--- src/rtl/leaf_rand_pool_pkg.sv ---
`default_nettype none
// ============================================================================
// Module   : leaf_rand_pool_pkg
// Purpose  : Shared constants and width helpers for the leaf random pool.
// Revision : 1.0  initial release
// ============================================================================
package leaf_rand_pool_pkg;

   localparam int c_RAND_WIDTH = 32;
   localparam int c_ORAML      = 20;
   localparam int c_DEPTH      = 4;

   // Bits needed to hold any value in 0..maxVal, never less than one.
   function automatic int cntWidth(input int maxVal);
      return (maxVal < 1) ? 1 : $clog2(maxVal + 1);
   endfunction

endpackage
`default_nettype wire

--- src/rtl/leaf_queue.sv ---
`default_nettype none
// ============================================================================
// Module   : leaf_queue
// Purpose  : Depth x Width register FIFO; full is judged before the pop.
// Revision : 1.0  initial release
// ============================================================================
module leaf_queue
   import leaf_rand_pool_pkg::*;
#(
   parameter int Width = 20,
   parameter int Depth = 4
) (
   input  logic                         Clock,
   input  logic                         Reset,
   input  logic                         Push,
   input  logic [Width-1:0]             PushData,
   input  logic                         Pop,
   output logic [Width-1:0]             HeadData,
   output logic                         NotEmpty,
   output logic                         Full,
   output logic [cntWidth(Depth)-1:0]   Count
);

   localparam int                         c_PTR_W    = $clog2(Depth);
   localparam int                         c_CNT_W    = cntWidth(Depth);
   localparam logic [c_PTR_W-1:0]         c_LAST_PTR = c_PTR_W'(Depth - 1);
   localparam logic [c_CNT_W-1:0]         c_FULL_CNT = c_CNT_W'(Depth);

   logic [Width-1:0]   r_mem [Depth];
   logic [c_PTR_W-1:0] r_rdPtr;
   logic [c_PTR_W-1:0] r_wrPtr;
   logic [c_CNT_W-1:0] r_count;

   logic w_push;
   logic w_pop;

   // Depth need not be a power of two, so pointers wrap explicitly.
   function automatic logic [c_PTR_W-1:0] nextPtr(input logic [c_PTR_W-1:0] ptr);
      return (ptr == c_LAST_PTR) ? '0 : ptr + 1'b1;
   endfunction

   assign Full     = (r_count == c_FULL_CNT);
   assign NotEmpty = (r_count != '0);
   assign w_push   = Push && !Full;
   assign w_pop    = Pop && NotEmpty;
   assign HeadData = r_mem[r_rdPtr];
   assign Count    = r_count;

   always_ff @(posedge Clock) begin
      if (Reset) begin
         for (int i = 0; i < Depth; i++) begin
            r_mem[i] <= '0;
         end
         r_rdPtr <= '0;
         r_wrPtr <= '0;
         r_count <= '0;
      end else begin
         if (w_push) begin
            r_mem[r_wrPtr] <= PushData;
            r_wrPtr        <= nextPtr(r_wrPtr);
         end
         if (w_pop) begin
            r_rdPtr <= nextPtr(r_rdPtr);
         end
         if (w_push && !w_pop) begin
            r_count <= r_count + 1'b1;
         end else if (!w_push && w_pop) begin
            r_count <= r_count - 1'b1;
         end
      end
   end

endmodule
`default_nettype wire

--- src/rtl/leaf_rand_pool.sv ---
`default_nettype none
// ============================================================================
// Module   : leaf_rand_pool
// Purpose  : Repacks PRNG words into ORAML-bit leaf labels, each bit used once.
// Revision : 1.0  initial release
// ============================================================================
module leaf_rand_pool
   import leaf_rand_pool_pkg::*;
#(
   parameter int RandWidth = c_RAND_WIDTH,
   parameter int ORAML     = c_ORAML,
   parameter int Depth     = c_DEPTH
) (
   input  logic                         Clock,
   input  logic                         Reset,
   input  logic                         RandInValid,
   output logic                         RandInReady,
   input  logic [RandWidth-1:0]         RandIn,
   input  logic                         LeafOutReady,
   output logic                         LeafOutValid,
   output logic [ORAML-1:0]             LeafOut,
   output logic [cntWidth(Depth)-1:0]   LeafCount
);

   // Worst case is ORAML-1 leftover bits plus one fresh word.
   localparam int                     c_POOL_W   = RandWidth + ORAML - 1;
   localparam int                     c_BC_W     = cntWidth(c_POOL_W);
   localparam logic [c_BC_W-1:0]      c_ORAML_BC = c_BC_W'(ORAML);
   localparam logic [c_BC_W-1:0]      c_RAND_BC  = c_BC_W'(RandWidth);

   logic [c_POOL_W-1:0] r_pool;
   logic [c_BC_W-1:0]   r_bitCount;

   logic w_accept;
   logic w_extract;
   logic w_queueFull;

   assign RandInReady = !Reset && (r_bitCount < c_ORAML_BC);
   assign w_accept    = RandInValid && RandInReady;
   assign w_extract   = (r_bitCount >= c_ORAML_BC) && !w_queueFull;

   always_ff @(posedge Clock) begin
      if (Reset) begin
         r_pool     <= '0;
         r_bitCount <= '0;
      end else if (w_accept) begin
         r_pool     <= r_pool | (c_POOL_W'(RandIn) << r_bitCount);
         r_bitCount <= r_bitCount + c_RAND_BC;
      end else if (w_extract) begin
         r_pool     <= r_pool >> ORAML;
         r_bitCount <= r_bitCount - c_ORAML_BC;
      end
   end

   leaf_queue #(
      .Width (ORAML),
      .Depth (Depth)
   ) u_leafQueue (
      .Clock    (Clock),
      .Reset    (Reset),
      .Push     (w_extract),
      .PushData (r_pool[ORAML-1:0]),
      .Pop      (LeafOutReady),
      .HeadData (LeafOut),
      .NotEmpty (LeafOutValid),
      .Full     (w_queueFull),
      .Count    (LeafCount)
   );

endmodule
`default_nettype wire

--- config.mk ---
export PLATFORM = sky130hd
export DESIGN_NAME = leaf_rand_pool
export DESIGN_NICKNAME = d
export VERILOG_FILES = /design/src/rtl/leaf_rand_pool_pkg.sv /design/src/rtl/leaf_queue.sv /design/src/rtl/leaf_rand_pool.sv
export SDC_FILE = /design/constraint.sdc
export NUM_CORES = 1
export LEC_CHECK = 0
export CORE_ASPECT_RATIO = 1.5
export CORE_UTILIZATION = 54
export CTS_CLUSTER_DIAMETER = 120
export CTS_CLUSTER_SIZE = 10
export DETAILED_ROUTE_END_ITERATION = 12
export DONT_BUFFER_PORTS = 1
export GPL_ROUTABILITY_DRIVEN = 0
export GPL_TIMING_DRIVEN = 0
export PLACE_DENSITY_LB_ADDON = 0.2
export SYNTH_ARGS = -nofsm -noshare
export SYNTH_HDL_FRONTEND = slang
export SYNTH_SLANG_ARGS = --single-unit
--- constraint.sdc ---
create_clock -name Clock -period 2.8 [get_ports Clock]
set_input_delay 0.28 -clock Clock [delete_from_list [all_inputs] [get_ports Clock]]
set_output_delay 0.28 -clock Clock [all_outputs]
set_load 0.05 [all_outputs]
# Word-level counts from Yosys, hierarchy flattened
# Memory sizes are Yosys's and may differ from the RTL's. A register that Yosys moved wholly into a read port is not among the register bits.
# Cells that the tools add are included.
dict set report totals {
  mem_bits_rw 80
  memories 1
  elab_cells 52
  regBits 64
  in_bits 36
}
# name depth width read_ports rd_ports_with_merged_regs wr line_no
set mem_list {}
lappend mem_list {u_leafQueue.r_mem 4 20 1 1 4 leaf_queue.sv:29} ;# logic [Width-1:0] r_mem [Depth];
dict set report classes {
  mux 18
  addsub 6
  n_eq_ne 3
  bitwise 1
  magnitude_cmp 2
  reduce_logical 15
  shifts 1
}
# op n
set op_table {}
lappend op_table {{51-bit 2-to-1 mux} 2}
lappend op_table {{51-bit OR} 1}
lappend op_table {{32-bit by 6-bit << shifter with 51-bit output} 1}
lappend op_table {{20-bit 2-to-1 mux} 1}
lappend op_table {{20-bit OR reduction} 1}
lappend op_table {{6-bit 2-to-1 mux} 2}
lappend op_table {{2-bit 2-to-1 mux} 5}
lappend op_table {{1-bit logical AND} 7}
lappend op_table {{6-bit adder, second input constant} 1}
lappend op_table {{6-bit by 5-bit greater-or-equal comparator with 1-bit output, second input constant} 1}
lappend op_table {{6-bit by 5-bit less-than comparator with 1-bit output, second input constant} 1}
lappend op_table {{1-bit 2-to-1 mux} 6}
lappend op_table {{3-bit 2-to-1 mux} 2}
lappend op_table {{6-bit by 5-bit subtractor with 6-bit output, second input constant} 1}
lappend op_table {{2-bit by 1-bit adder with 2-bit output, second input constant} 2}
lappend op_table {{2-bit equality test, second input constant} 2}
lappend op_table {{1-bit logical NOT} 4}
lappend op_table {{2-bit nonzero test} 2}
lappend op_table {{3-bit by 1-bit adder with 3-bit output, second input constant} 1}
lappend op_table {{3-bit equality test, second input constant} 1}
lappend op_table {{3-bit nonzero test} 1}
lappend op_table {{3-bit by 1-bit subtractor with 3-bit output, second input constant} 1}

# Depth between registers and ports, before layout
dict set report logic_depth {
  word_depth 9
  ltp_mapped 14
  depth_no_buf 11
}

# Hierarchy
# From an unflattened synthesis, not the netlist that was laid out.
dict set report hier_totals {
  hier_cells 663
  hier_area_um2 7472.2
}
# mod cells_per_inst area_each_um2 instances
set by_module_without_submodules {}
lappend by_module_without_submodules {leaf_queue 243 3930.0 1}
lappend by_module_without_submodules {leaf_rand_pool 420 3542.1 1}

# Least setup slack after synthesis
# No wires, ideal clock.
dict set report synth_path {
  path_kind {reg2reg}
  from {register r_bitCount[2]}
  to {register u_leafQueue.r_count[2] (netlist: u_leafQueue.Count[2])}
  arrival_ns 2.851
  period_less_slack_ns 2.922
  path_stages_with_launch 15
  setup_slack_ns -0.122
  required_time_ns 2.730
  path_cell_list {dfxtp_1 > buf_2 > buf_4 > buf_4 > inv_1 > ha_1 > nand2b_1 > a21oi_2 > nor2_2 > ha_1 > inv_1 > fa_1 > xor2_1 > or3_1 > a21oi_1}
}
dict set report synth_via {
  elab_chain_cells 6
  elab_cells_between_ends 8
  cone_classes {order compare (1); mux (1); reduce/logical (6)}
}
# item line_no
set synth_rtl {}
lappend synth_rtl {{start: declaration} leaf_rand_pool.sv:32} ;# logic [c_BC_W-1:0] r_bitCount;
lappend synth_rtl {{start signal: assignment} leaf_rand_pool.sv:48} ;# r_bitCount <= r_bitCount + c_RAND_BC;
lappend synth_rtl {{start signal: assignment} leaf_rand_pool.sv:51} ;# r_bitCount <= r_bitCount - c_ORAML_BC;
lappend synth_rtl {{6-bit by 5-bit greater-or-equal comparator with 1-bit output *} leaf_rand_pool.sv:40} ;# assign w_extract = (r_bitCount >= c_ORAML_BC) && !w_queueFull;
lappend synth_rtl {{1-bit logical AND *} leaf_rand_pool.sv:40}
lappend synth_rtl {{1-bit logical AND *} leaf_queue.sv:44} ;# assign w_push = Push && !Full;
lappend synth_rtl {{via u_leafQueue.w_push} leaf_queue.sv:34} ;# logic w_push;
lappend synth_rtl {{1-bit logical NOT} leaf_queue.sv:67} ;# end else if (!w_push && w_pop) begin
lappend synth_rtl {{1-bit logical AND} leaf_queue.sv:67}
lappend synth_rtl {{2-bit nonzero test (no line)} -}
lappend synth_rtl {{end signal: assignment} leaf_queue.sv:66} ;# r_count <= r_count + 1'b1;
lappend synth_rtl {{end signal: assignment} leaf_queue.sv:68} ;# r_count <= r_count - 1'b1;
lappend synth_rtl {{end: declaration} leaf_queue.sv:32} ;# logic [c_CNT_W-1:0] r_count;
# The timed path passes the listed nets; every way through them passes the cells marked *.
# A chain may end at the register's enable or synchronous reset.

# Final worst setup path
dict set report layout_path {
  from {register u_leafQueue.r_count[0] (netlist: u_leafQueue.Count[0])}
  to {register u_leafQueue.r_count[2] (netlist: u_leafQueue.Count[2])}
}
dict set report layout_via {
  elab_cells_between_ends 15
  cone_classes {add/sub (2); eq/ne (1); mux (2); reduce/logical (10)}
}
# item line_no
set layout_rtl {}
lappend layout_rtl {{3-bit nonzero test *} leaf_queue.sv:43} ;# assign NotEmpty = (r_count != '0);
lappend layout_rtl {{via LeafOutValid} leaf_rand_pool.sv:20} ;# output logic LeafOutValid,
lappend layout_rtl {{1-bit logical AND *} leaf_queue.sv:45} ;# assign w_pop = Pop && NotEmpty;
lappend layout_rtl {{1-bit logical NOT} leaf_queue.sv:65} ;# if (w_push && !w_pop) begin
lappend layout_rtl {{1-bit logical AND} leaf_queue.sv:65}
lappend layout_rtl {{3-bit 2-to-1 mux / 2-bit nonzero test (equally long branches)} -}
# The timed path passes the listed nets; every way through them passes the cells marked *. The select of a mux whose other input is x is not followed.

==> impl_metrics.csv <==
group,metric,value,unit
worst_setup_path,path_class,"flip-flop to flip-flop",
clock_network,numCtsBuffers,17,
grt,grt_overflow,0,
worst_setup_path,path_buf_inv,1,
clock_network,root_buffer,"clkbuf_16",
drt,drtIter0Drc,328,
worst_setup_path,crit_cells,8,
clock_network,clock_path_buffers,2,
drt,num_vias,5068,
finish,design_area,7970,sq um
placed_design,post_dp_cell_area,7250,sq um
grt,grt_max_degree,21,
worst_setup_path,critPathMaxStageDelay,0.58,ns
synth,synthesis.nets,661,
worst_setup_path,cp.required,3.13,ns
sta,setup_slack,0.108,ns
placed_design,place_ws,-0.425,ns
pwr,peakVddDrop,0.000605,V
synth,synthTopCellsByArea,"edfxtp_1 34%, dfxtp_1 18%, and2_1 7.4%",
worst_setup_path,cp-start-kind,"flip-flop",
finish,layout_common_cells,"83 x and2_1, 80 x edfxtp_1, 64 x dfxtp_1",
worst_hold_path,worstHoldPathCells,2,
worst_setup_path,worstPathCellList,"or3_4 -> nand2_1 -> ha_2 -> inv_1 -> fa_1 -> xor2_1 -> or3_1 -> a21oi_1",
clock_network,path_clk_slew,0.06,ns
drt,dr.pass1.iters,5,
finish,nFillCells,996,
synth,synth_top_cell_by_area,"edfxtp_1",
drt,route.detailed.drc,0,
drt,wl_met1,6.19,mm
drt,dr_wl_met3,1.01,mm
floorplanning,die_y,142,um
drt,vias_per_cell,6.17,
worst_setup_path,critPathSlowestCell,"or3_4",
finish,diodes,0,
grt,antenna_found_initial,0,
worst_setup_path,arrival,3.02,ns
synth,async_flop_share,0,
worst_setup_path,ff2ff_path_depth,8,
worst_setup_path,crit_family,"simple AND/OR/NAND/NOR gates",
worst_setup_path,cp_max_fo,5,
pwr,total_power,8.50,mW
floorplanning,initial_core_util,0.559,
synth,ys_ff_latch,144,
placed_design,dp_hpwl,12.5,mm
floorplanning,num_rows,50,
drt,ant_nets,0,
grt,grt_first_pass_wirelength,26.8,mm
pwr,power_density,1070,nW/um^2
sta,setup_viol,0,
sta,rsz0062_at_grt,"no",
drt,drt_wl_total,17.2,mm
drt,wl_met2,9.32,mm
clock_network,cts_num_sinks,144,
synth,yosysTopAreaCellShare,0.342,
synth,syn-cell-area,7030,sq um
synth,yosysWarnings,0,
sta,fin_crit,2.69,ns
synth,syn_avg_cell_area,11.4,sq um
placed_design,place.port_buffers,0,
finish,seq_area,3680,sq um
drt,maxUsedRoutingLayer,"met4",
sta,max_freq,0.372,GHz
worst_setup_path,endpoint_kind,"flip-flop",
floorplanning,core,12600,sq um
synth,syn_inst,619,
synth,synth.distinct_cells,59,
floorplanning,die-area,13500,sq um
finish,multi_input_area,3110,sq um
grt,grt_pass1_vias,5142,
sta,tightest_slew,0.701,ns
finish,layout.nets,696,
outcome,status,"complete, no violations",
sta,fin_crit_sh,0.961,
sta,hold_viol,0,
finish,final_common_cell,"and2_1",
synth,ys_seq_area_frac,0.524,
clock_network,tritoncts,"yes",
floorplanning,io_pins,61,
finish,area_growth_syn_to_layout,13.3,%
drt,wl_per_cell,20.9,um
synth,synth-main-ff-cell,"edfxtp_1",
run,drv_cap,0,
sta,clock_skew,0.0128,ns
floorplanning,die_w,95.2,um
finish,drive_gt1_frac,0.195,
synth,synth-edff-count,80,
clock_network,worstSkewPairLatency,0.41,ns
worst_hold_path,hold_class,"primary input to flip-flop",
pwr,leakage,2.92,nW
clock_network,htree_levels,4,
sta,drv_slew,0,
sta,max-slew-margin-rel,0.533,
grt,grt_util_all_layers,0.268,
clock_network,cts_hold_buf,0,
[worst paths after layout]
check,startpoint,end,slack [ns]
min,RandIn[3],r_pool[3],0.11
min reg2reg,r_pool[27],r_pool[27],0.46
max reg2reg,u_leafQueue.Count[0],u_leafQueue.Count[2],0.11
max,u_leafQueue.Count[0],u_leafQueue.Count[2],0.11
[power by group]
group / internal, mW / switching [mW]
Sequential: 2.63 / 0.332
Combinational: 1.29 / 2.11
Clock: 1.30 / 0.839
[layout make-up]
| type | count | share of cell area |
|---|---|---|
| Clock buffer | 17 | 0.0534 |
| Sequential cell | 144 | 0.462 |
| Inverter | 5 | 0.00330 |
| Multi-Input combinational cell | 425 | 0.391 |
| Clock inverter | 14 | 0.0179 |
| Buffer | 44 | 0.0319 |
| Timing Repair Buffer | 17 | 0.0160 |
| Tap cell | 156 | 0.0245 |
[Yosys cell counts, types with 3 or more instances]
library cell  instances
o311ai_0              3
dfxtp_1              64
and2_1               83
ha_1                  5
nand2_1              40
a21oi_1              45
mux2_2               21
o221ai_1              3
a211oi_1             10
edfxtp_1             80
buf_6                 6
a22o_1                5
or2_2                 3
o2bb2ai_1             7
or3_1                 3
a222oi_1              3
nor2_1               60
clkbuf_1             24
nor3_1               12
a32o_1                4
mux4_2               20
buf_1                 3
a31oi_1               6
mux2i_1              24
o22ai_1               8
buf_4                 5
a2bb2oi_1             4
a221o_1               3
a22oi_1               7
inv_1                 4
buf_2                 8
o21ai_0               9
[repair_timing]
action,4_1_cts,5_1_grt
gates cloned,1,0
endpoints found under the setup margin,159,63
gates resized for setup,8,1
endpoints found under the hold margin,0,0
pin swaps,1,0
setup buffers,2,14
[metrics by stage]
stage	hold WS, ns	TNS [ns]	util	cells
floorplan	0.431	0	-	619
global placement	0.444	-24.05	0.576	775
detailed placement	0.446	-29.51	0.576	776
CTS	0.101	0	0.625	808
global route	0.145	0	0.634	822
finish	0.108	0	0.634	822
[flip-flops by register name, summed over array words and instances (netlist names), named ones only]
register,count
u_leafQueue.Count,3
r_bitCount,4
r_pool,51
u_leafQueue.r_wrPtr,2
u_leafQueue.r_rdPtr,2
u_leafQueue.r_mem,80
[per-layer routing]
metal | up-vias | global-route usage
met3 | 47 | 0.0509
met2 | 244 | 0.491
li1 | 2351 | -
met5 | - | 0
met4 | 0 | 0.132
met1 | 2426 | 0.287
[worst reg2reg max path: cells and delay by family (launching register included)]
kind / cells / cell delay [ns]
flops: 1 / 0.53
compound gates: 1 / 0.17
buf+inv: 1 / 0.06
xor+xnor: 1 / 0.17
simple gates: 3 / 1.09
fa+ha+maj: 2 / 0.59
[logic make-up after synthesis]
| logic type | after synthesis | share of synthesized area |
|---|---|---|
| and+or+nand+nor | 220 | 0.165 |
| DFF | 144 | 0.524 |
| AOI/OAI and AO/OA | 129 | 0.125 |
| muxes | 65 | 0.132 |
| buffers and inverters | 51 | 0.0377 |
| adders and majority gates | 6 | 0.0117 |
| xor gates and xnor gates | 4 | 0.00498 |
Note: power is estimated with default switching activity, not from simulation.
